==> src/rtl/hdmi_tmds_encoder.sv <==
// hdmi_tmds_encoder: three-channel TMDS encoder (blue, green, red) for the
// HDMI/DVI transmit path. Stage 1 holds the transition-minimised word q_m;
// stage 2 applies DC balancing to video or emits a control token. An optional
// input register adds one cycle of latency ahead of stage 1.
module hdmi_tmds_encoder #(
    parameter bit OPT_REGISTER_INPUT = 1'b0,
    parameter bit OPT_DVI            = 1'b1
) (
    input  logic        i_pix_clk,
    input  logic        i_reset_n,
    input  logic        i_de,
    input  logic        i_hsync,
    input  logic        i_vsync,
    input  logic [3:0]  i_ctl,
    input  logic [7:0]  i_r,
    input  logic [7:0]  i_g,
    input  logic [7:0]  i_b,
    output logic [9:0]  o_r,
    output logic [9:0]  o_g,
    output logic [9:0]  o_b,
    output logic [31:0] o_debug
);
    localparam logic [9:0] TOKEN_00 = 10'h354;
    localparam logic [9:0] TOKEN_01 = 10'h0AB;
    localparam logic [9:0] TOKEN_10 = 10'h154;
    localparam logic [9:0] TOKEN_11 = 10'h2AB;

    // Channel order in the packed arrays: index 0 = blue, 1 = green, 2 = red.
    logic [3:0]      ctl_eff;
    logic [2:0][7:0] pix_in;
    logic [2:0][1:0] c_in;
    logic            de_a;
    logic [2:0][7:0] pix_a;
    logic [2:0][1:0] c_a;
    logic            de_s1;
    logic [2:0][9:0] word_all;
    logic [2:0][4:0] cnt_all;

    function automatic logic [3:0] popcount8(input logic [7:0] d);
        logic [3:0] n;
        n = 4'd0;
        for (int i = 0; i < 8; i++) n = n + {3'd0, d[i]};
        return n;
    endfunction

    // Transition minimisation: XNOR chain when the byte is 1-heavy, else XOR.
    function automatic logic [8:0] tmds_qm(input logic [7:0] d);
        logic [3:0] n1;
        logic       use_xnor;
        logic [8:0] q;
        n1       = popcount8(d);
        use_xnor = (n1 > 4'd4) || ((n1 == 4'd4) && !d[0]);
        q        = 9'd0;
        q[0]     = d[0];
        for (int i = 1; i < 8; i++)
            q[i] = use_xnor ? ~(q[i-1] ^ d[i]) : (q[i-1] ^ d[i]);
        q[8]     = ~use_xnor;
        return q;
    endfunction

    // DVI mode has no red/green control bits; they are tied low here.
    assign ctl_eff = i_ctl & {4{~OPT_DVI}};
    assign pix_in  = {i_r, i_g, i_b};
    assign c_in    = {ctl_eff[3:2], ctl_eff[1:0], i_vsync, i_hsync};

    generate
        if (OPT_REGISTER_INPUT) begin : g_in_reg
            // Optional input register; all fields delayed together
            always_ff @(posedge i_pix_clk or negedge i_reset_n) begin
                if (!i_reset_n) begin
                    de_a  <= 1'b0;
                    pix_a <= '0;
                    c_a   <= '0;
                end else begin
                    de_a  <= i_de;
                    pix_a <= pix_in;
                    c_a   <= c_in;
                end
            end
        end else begin : g_in_comb
            assign de_a  = i_de;
            assign pix_a = pix_in;
            assign c_a   = c_in;
        end
    endgenerate

    // Stage 1: video-enable travels in lockstep with q_m
    always_ff @(posedge i_pix_clk or negedge i_reset_n) begin
        if (!i_reset_n) de_s1 <= 1'b0;
        else            de_s1 <= de_a;
    end

    for (genvar ch = 0; ch < 3; ch++) begin : g_chan
        logic [8:0]        qm_s1;
        logic [1:0]        c_s1;
        logic [3:0]        n1_q;
        logic signed [4:0] diff;
        logic signed [4:0] cnt_q;
        logic signed [4:0] cnt_d;
        logic [9:0]        word_q;
        logic [9:0]        word_d;

        // Stage 1: register the transition-minimised word and control bits
        always_ff @(posedge i_pix_clk or negedge i_reset_n) begin
            if (!i_reset_n) begin
                qm_s1 <= '0;
                c_s1  <= '0;
            end else begin
                qm_s1 <= tmds_qm(pix_a[ch]);
                c_s1  <= c_a[ch];
            end
        end

        assign n1_q = popcount8(qm_s1[7:0]);
        // N1 - N0 = 2*N1 - 8; range -8..8 fits 5-bit two's complement
        assign diff = $signed({n1_q, 1'b0} - 5'd8);

        // Stage 2 next state: control token, or DC-balanced video word
        always_comb begin
            word_d = TOKEN_00;
            cnt_d  = cnt_q;
            if (!de_s1) begin
                cnt_d = 5'sd0;
                case (c_s1)
                    2'b00:   word_d = TOKEN_00;
                    2'b01:   word_d = TOKEN_01;
                    2'b10:   word_d = TOKEN_10;
                    default: word_d = TOKEN_11;
                endcase
            end else if ((cnt_q == 5'sd0) || (diff == 5'sd0)) begin
                word_d = {~qm_s1[8], qm_s1[8], qm_s1[8] ? qm_s1[7:0] : ~qm_s1[7:0]};
                cnt_d  = qm_s1[8] ? (cnt_q + diff) : (cnt_q - diff);
            end else if (((cnt_q > 5'sd0) && (diff > 5'sd0)) ||
                         ((cnt_q < 5'sd0) && (diff < 5'sd0))) begin
                word_d = {1'b1, qm_s1[8], ~qm_s1[7:0]};
                cnt_d  = cnt_q + (qm_s1[8] ? 5'sd2 : 5'sd0) - diff;
            end else begin
                word_d = {1'b0, qm_s1[8], qm_s1[7:0]};
                cnt_d  = cnt_q - (qm_s1[8] ? 5'sd0 : 5'sd2) + diff;
            end
        end

        // Stage 2: output word and running disparity
        always_ff @(posedge i_pix_clk or negedge i_reset_n) begin
            if (!i_reset_n) begin
                word_q <= TOKEN_00;
                cnt_q  <= 5'sd0;
            end else begin
                word_q <= word_d;
                cnt_q  <= cnt_d;
            end
        end

        assign word_all[ch] = word_q;
        assign cnt_all[ch]  = cnt_q;
    end

    assign o_b     = word_all[0];
    assign o_g     = word_all[1];
    assign o_r     = word_all[2];
    assign o_debug = {2'b00, cnt_all[2], 3'b000, cnt_all[1], 3'b000, cnt_all[0], 9'd0};

endmodule
==> config.mk <==
export PLATFORM = sky130hd
export DESIGN_NAME = hdmi_tmds_encoder
export DESIGN_NICKNAME = d
export VERILOG_FILES = /design/src/rtl/hdmi_tmds_encoder.sv
export SDC_FILE = /design/constraint.sdc
export NUM_CORES = 1
export LEC_CHECK = 0
export CELL_PAD_IN_SITES_DETAIL_PLACEMENT = 1
export CELL_PAD_IN_SITES_GLOBAL_PLACEMENT = 1
export CORE_ASPECT_RATIO = 0.8
export CORE_UTILIZATION = 43
export DETAILED_ROUTE_END_ITERATION = 7
export PLACE_DENSITY_LB_ADDON = 0.1
export SLEW_MARGIN = 40
export SYNTH_ARGS = -nofsm -noshare
export SYNTH_HDL_FRONTEND = slang
export SYNTH_SLANG_ARGS = --single-unit
==> constraint.sdc <==
create_clock -name i_pix_clk -period 5.6 [get_ports i_pix_clk]
set_input_delay 0.84 -clock i_pix_clk [delete_from_list [all_inputs] [get_ports i_pix_clk]]
set_output_delay 0.84 -clock i_pix_clk [all_outputs]
set_load 0.02 [all_outputs]
==> summary.md <==
| Metric | Value |
|---|---|
| Filler Cells Inserted | `1416` |
| Hold_sp | `g_chan[1].qm_s1[2]$_DFF_PN0_` |
| Post-CTS setup buffers | `0` |
| Max-capacitance violation count | `0` |
| Detailed-route via count | `3832` |
| Routed wirelength normalized by instance count | `15.1 microns` |
| Global-route wire length before repair | `20900 microns` |
| Average cell area after synthesis | `10.6 sq um` |
| Clock input transition at the sequential cells of the worst setup and hold paths | `60 ps` |
| Worst Setup Path Type | `register to register` |
| Cell at the root of the clock tree | `sky130_fd_sc_hd__clkbuf_16` |
| Final worst path period share | `0.830` |
| Synthesized instance count | `555` |
| Initial core utilization | `0.448` |
| Sequential Area | `about 1800 sq um` |
| CTS tree | `done` |
| Core area | `13100 sq um` |
| Data required time at the worst endpoint | `5830 ps` |
| Vias in the first global route | `4303` |
| Number of nets in the layout | `between 700 and 800` |
| Worst skew pair latency | `about 340 ps` |
| Final critical-path required period | `4650 ps` |
| Launch point of the worst path | `g_chan[2].qm_s1[0]$_DFF_PN0_` |
| CP endpoint kind | `register` |
| Arrival time of the worst setup path | `4880 ps` |
| Final hold vios | `0` |
| Total setup violations reported at the end of the flow | `0` |
| Kind of start point of the critical path | `register` |
| Number of diodes added for antenna fixing | `0` |
| Post-synth EDFFs | `0` |
| Number of different library cells in the post-synthesis netlist | `42` |
| Pin count of the biggest net entering global routing | `73` |
| Number of antenna violations at the first check in global routing | `0` |
| GRT Residual Overflow | `0` |
| Die footprint | `~14000 sq um` |
| Count of input and output buffers | `70` |
| Layout overhead on the synthesized area | `19.1%` |
| Post-CTS resize count | `0` |
| Setup repair after global routing missed its margin | `no` |
| Most frequent cells in the layout | `sky130_fd_sc_hd__inv_1, sky130_fd_sc_hd__clkdlybuf4s50_1, sky130_fd_sc_hd__ha_1` |
| Horiz. Die Dim | `133 microns` |
| Post-Synthesis Cell Area | `5870 sq um` |
| Critical register-to-register path startpoint | `g_chan[2].qm_s1[0]$_DFF_PN0_` |
| Footprint of the multi-input gates | `approximately 3500 sq um` |
| Post-detailed-placement half-perimeter wirelength | `9750 microns` |
| Final worst setup slack | `952 ps` |
| Minimum setup slack after placement | `between 900 and 1000 ps` |
| Via-per-instance ratio | `roughly 4.7` |
| Proportion of synthesized flip-flops having asynchronous set or reset | `1.00` |
| Synth Flop Type | `sky130_fd_sc_hd__dfrtp_1` |
| Worst Path Max Fanout | `9` |
| Clock skew | `8.57 ps` |
| Quantity of hold-fixing buffers added after cts | `0` |
| WL final | `12300 microns` |
| DRT iter0 DRCs | `69` |
| Aggregate negative setup slack | `0 ps` |
| YS warnings | `0` |
| DRC viols | `0` |
| Row count | `37` |
| Count of clock tree sinks | `72` |
| DIE HEIGHT | `106 microns` |
| GRT Overall Usage | `0.191` |
| Total placed cells including tap cells | `793` |
| Tightest slew margin relative to the limit | `0.570` |
| Status | `completed` |
| Cell area after layout | `6990 sq um` |
| Fraction of the yosys area taken by sequential cells | `0.310` |
| Number of pins with negative max-slew slack in the final report | `0` |
| Total placed instance area | `roughly 6700 sq um` |
| RD Place Congestion | `0.786` |
| Synth Register Bits | `72` |
| Maximum level of the CTS H-tree | `3` |
| Ports placed on the boundary | `between 90 and 100` |
| Slew @ Worst Pin | `around 650 ps` |
| Drt first pass iters | `4` |
| Share of cells above drive strength 1 | `0.0773` |
| Detail Route Antenna Nets | `0` |
| Maximum achievable frequency | `215 MHz` |
| Buffer depth of the longest clock path | `2` |
| Number of buffers created by CTS | `9` |
| Worst hold path type | `register to register` |
| Non-filler instance count after layout | `809` |
| Most frequent standard cell in the layout excluding fill and tap cells | `sky130_fd_sc_hd__inv_1` |
layout make-up:
type | count | area share
flip-flops and latches | 72 | 0.261
clock inverters | 4 | 0.00734
repair buffers | 74 | 0.104
clock buffers | 12 | 0.0367
multi-input cells | 361 | 0.500
well taps | 175 | 0.0313
inverters | 111 | 0.0596
per-stage QoR:
step | utilization | hold slack, ps
after floorplan | - | 490
after global placement | 0.509 | 523
after detailed placement | 0.510 | 525
after CTS | 0.533 | 538
after global routing | 0.533 | 565
final | 0.533 | 546
kinds of logic after synthesis:
logic type               share of synthesized area
AO/OA/AOI/OAI                               0.0776
AND/OR/NAND/NOR                             0.0520
XOR/XNOR                                     0.159
buffers and inverters                        0.107
other                                     0.000639
adder cells (fa/ha/maj)                      0.276
multiplexers                                0.0175
flip-flops                                   0.310
registers in the layout, summed over array words and instances, names as in the netlist:
signal and count:
g_chan.cnt_q 12, de_s1 1, o_r 10, g_chan.qm_s1 27, o_g 10, o_b 10
g_chan.c_s1 2
critical path, stage by stage (launching register included):
cell and delay [ps]:
sky130_fd_sc_hd__dfrtp_1 400, sky130_fd_sc_hd__fa_1 540, sky130_fd_sc_hd__inv_1 50, sky130_fd_sc_hd__fa_1 510, sky130_fd_sc_hd__fa_1 420, sky130_fd_sc_hd__inv_1 70
sky130_fd_sc_hd__ha_1 160, sky130_fd_sc_hd__inv_1 60, sky130_fd_sc_hd__fa_1 370, sky130_fd_sc_hd__xnor2_1 460, sky130_fd_sc_hd__ha_1 380, sky130_fd_sc_hd__ha_1 220
sky130_fd_sc_hd__nand2b_1 150, sky130_fd_sc_hd__o22ai_2 430, sky130_fd_sc_hd__xnor2_1 120, sky130_fd_sc_hd__and2_1 180
cells in the mapped netlist (all sizes together) (4+ instances only):
master | count | share of area
inv | 111 | 0.071
nor2 | 10 | 0.0064
dfrtp | 57 | 0.24
a21o | 10 | 0.013
dfstp | 15 | 0.067
o21ai | 4 | 0.0034
ha | 67 | 0.14
nor3 | 5 | 0.0043
a31oi | 7 | 0.011
a21oi | 25 | 0.021
fa | 39 | 0.13
xor2 | 31 | 0.046
o22ai | 6 | 0.0085
mux2i | 8 | 0.014
xnor2 | 60 | 0.097
o211a | 6 | 0.010
buf | 27 | 0.034
and2 | 10 | 0.011
nand2 | 29 | 0.019
worst paths after layout:
path                                                endpoint  slack, ps  depth (start not counted)
max in group asynchronous       g_chan[0].qm_s1[4]$_DFF_PN0_       4540                          2
worst max register to register              o_r[5]$_DFF_PN0_        950                         15
worst max-delay path                        o_r[5]$_DFF_PN0_        950                         15
min in group asynchronous       g_chan[2].qm_s1[6]$_DFF_PN0_        600                          2
worst min-delay path                        o_g[2]$_DFF_PN1_        550                          2
worst min register to register              o_g[2]$_DFF_PN1_        550                          2
routing by layer:
layer	track usage	share of wire	routed length, microns
met5	0	0	0
met2	0.341	0.51	6260
met1	0.233	0.45	5460
met3	0.0405	0.033	407
met4	0.0525	0.010	126
Power is not shown: default switching activity piles up to over one toggle a cycle in this logic, so the estimate is an artifact.
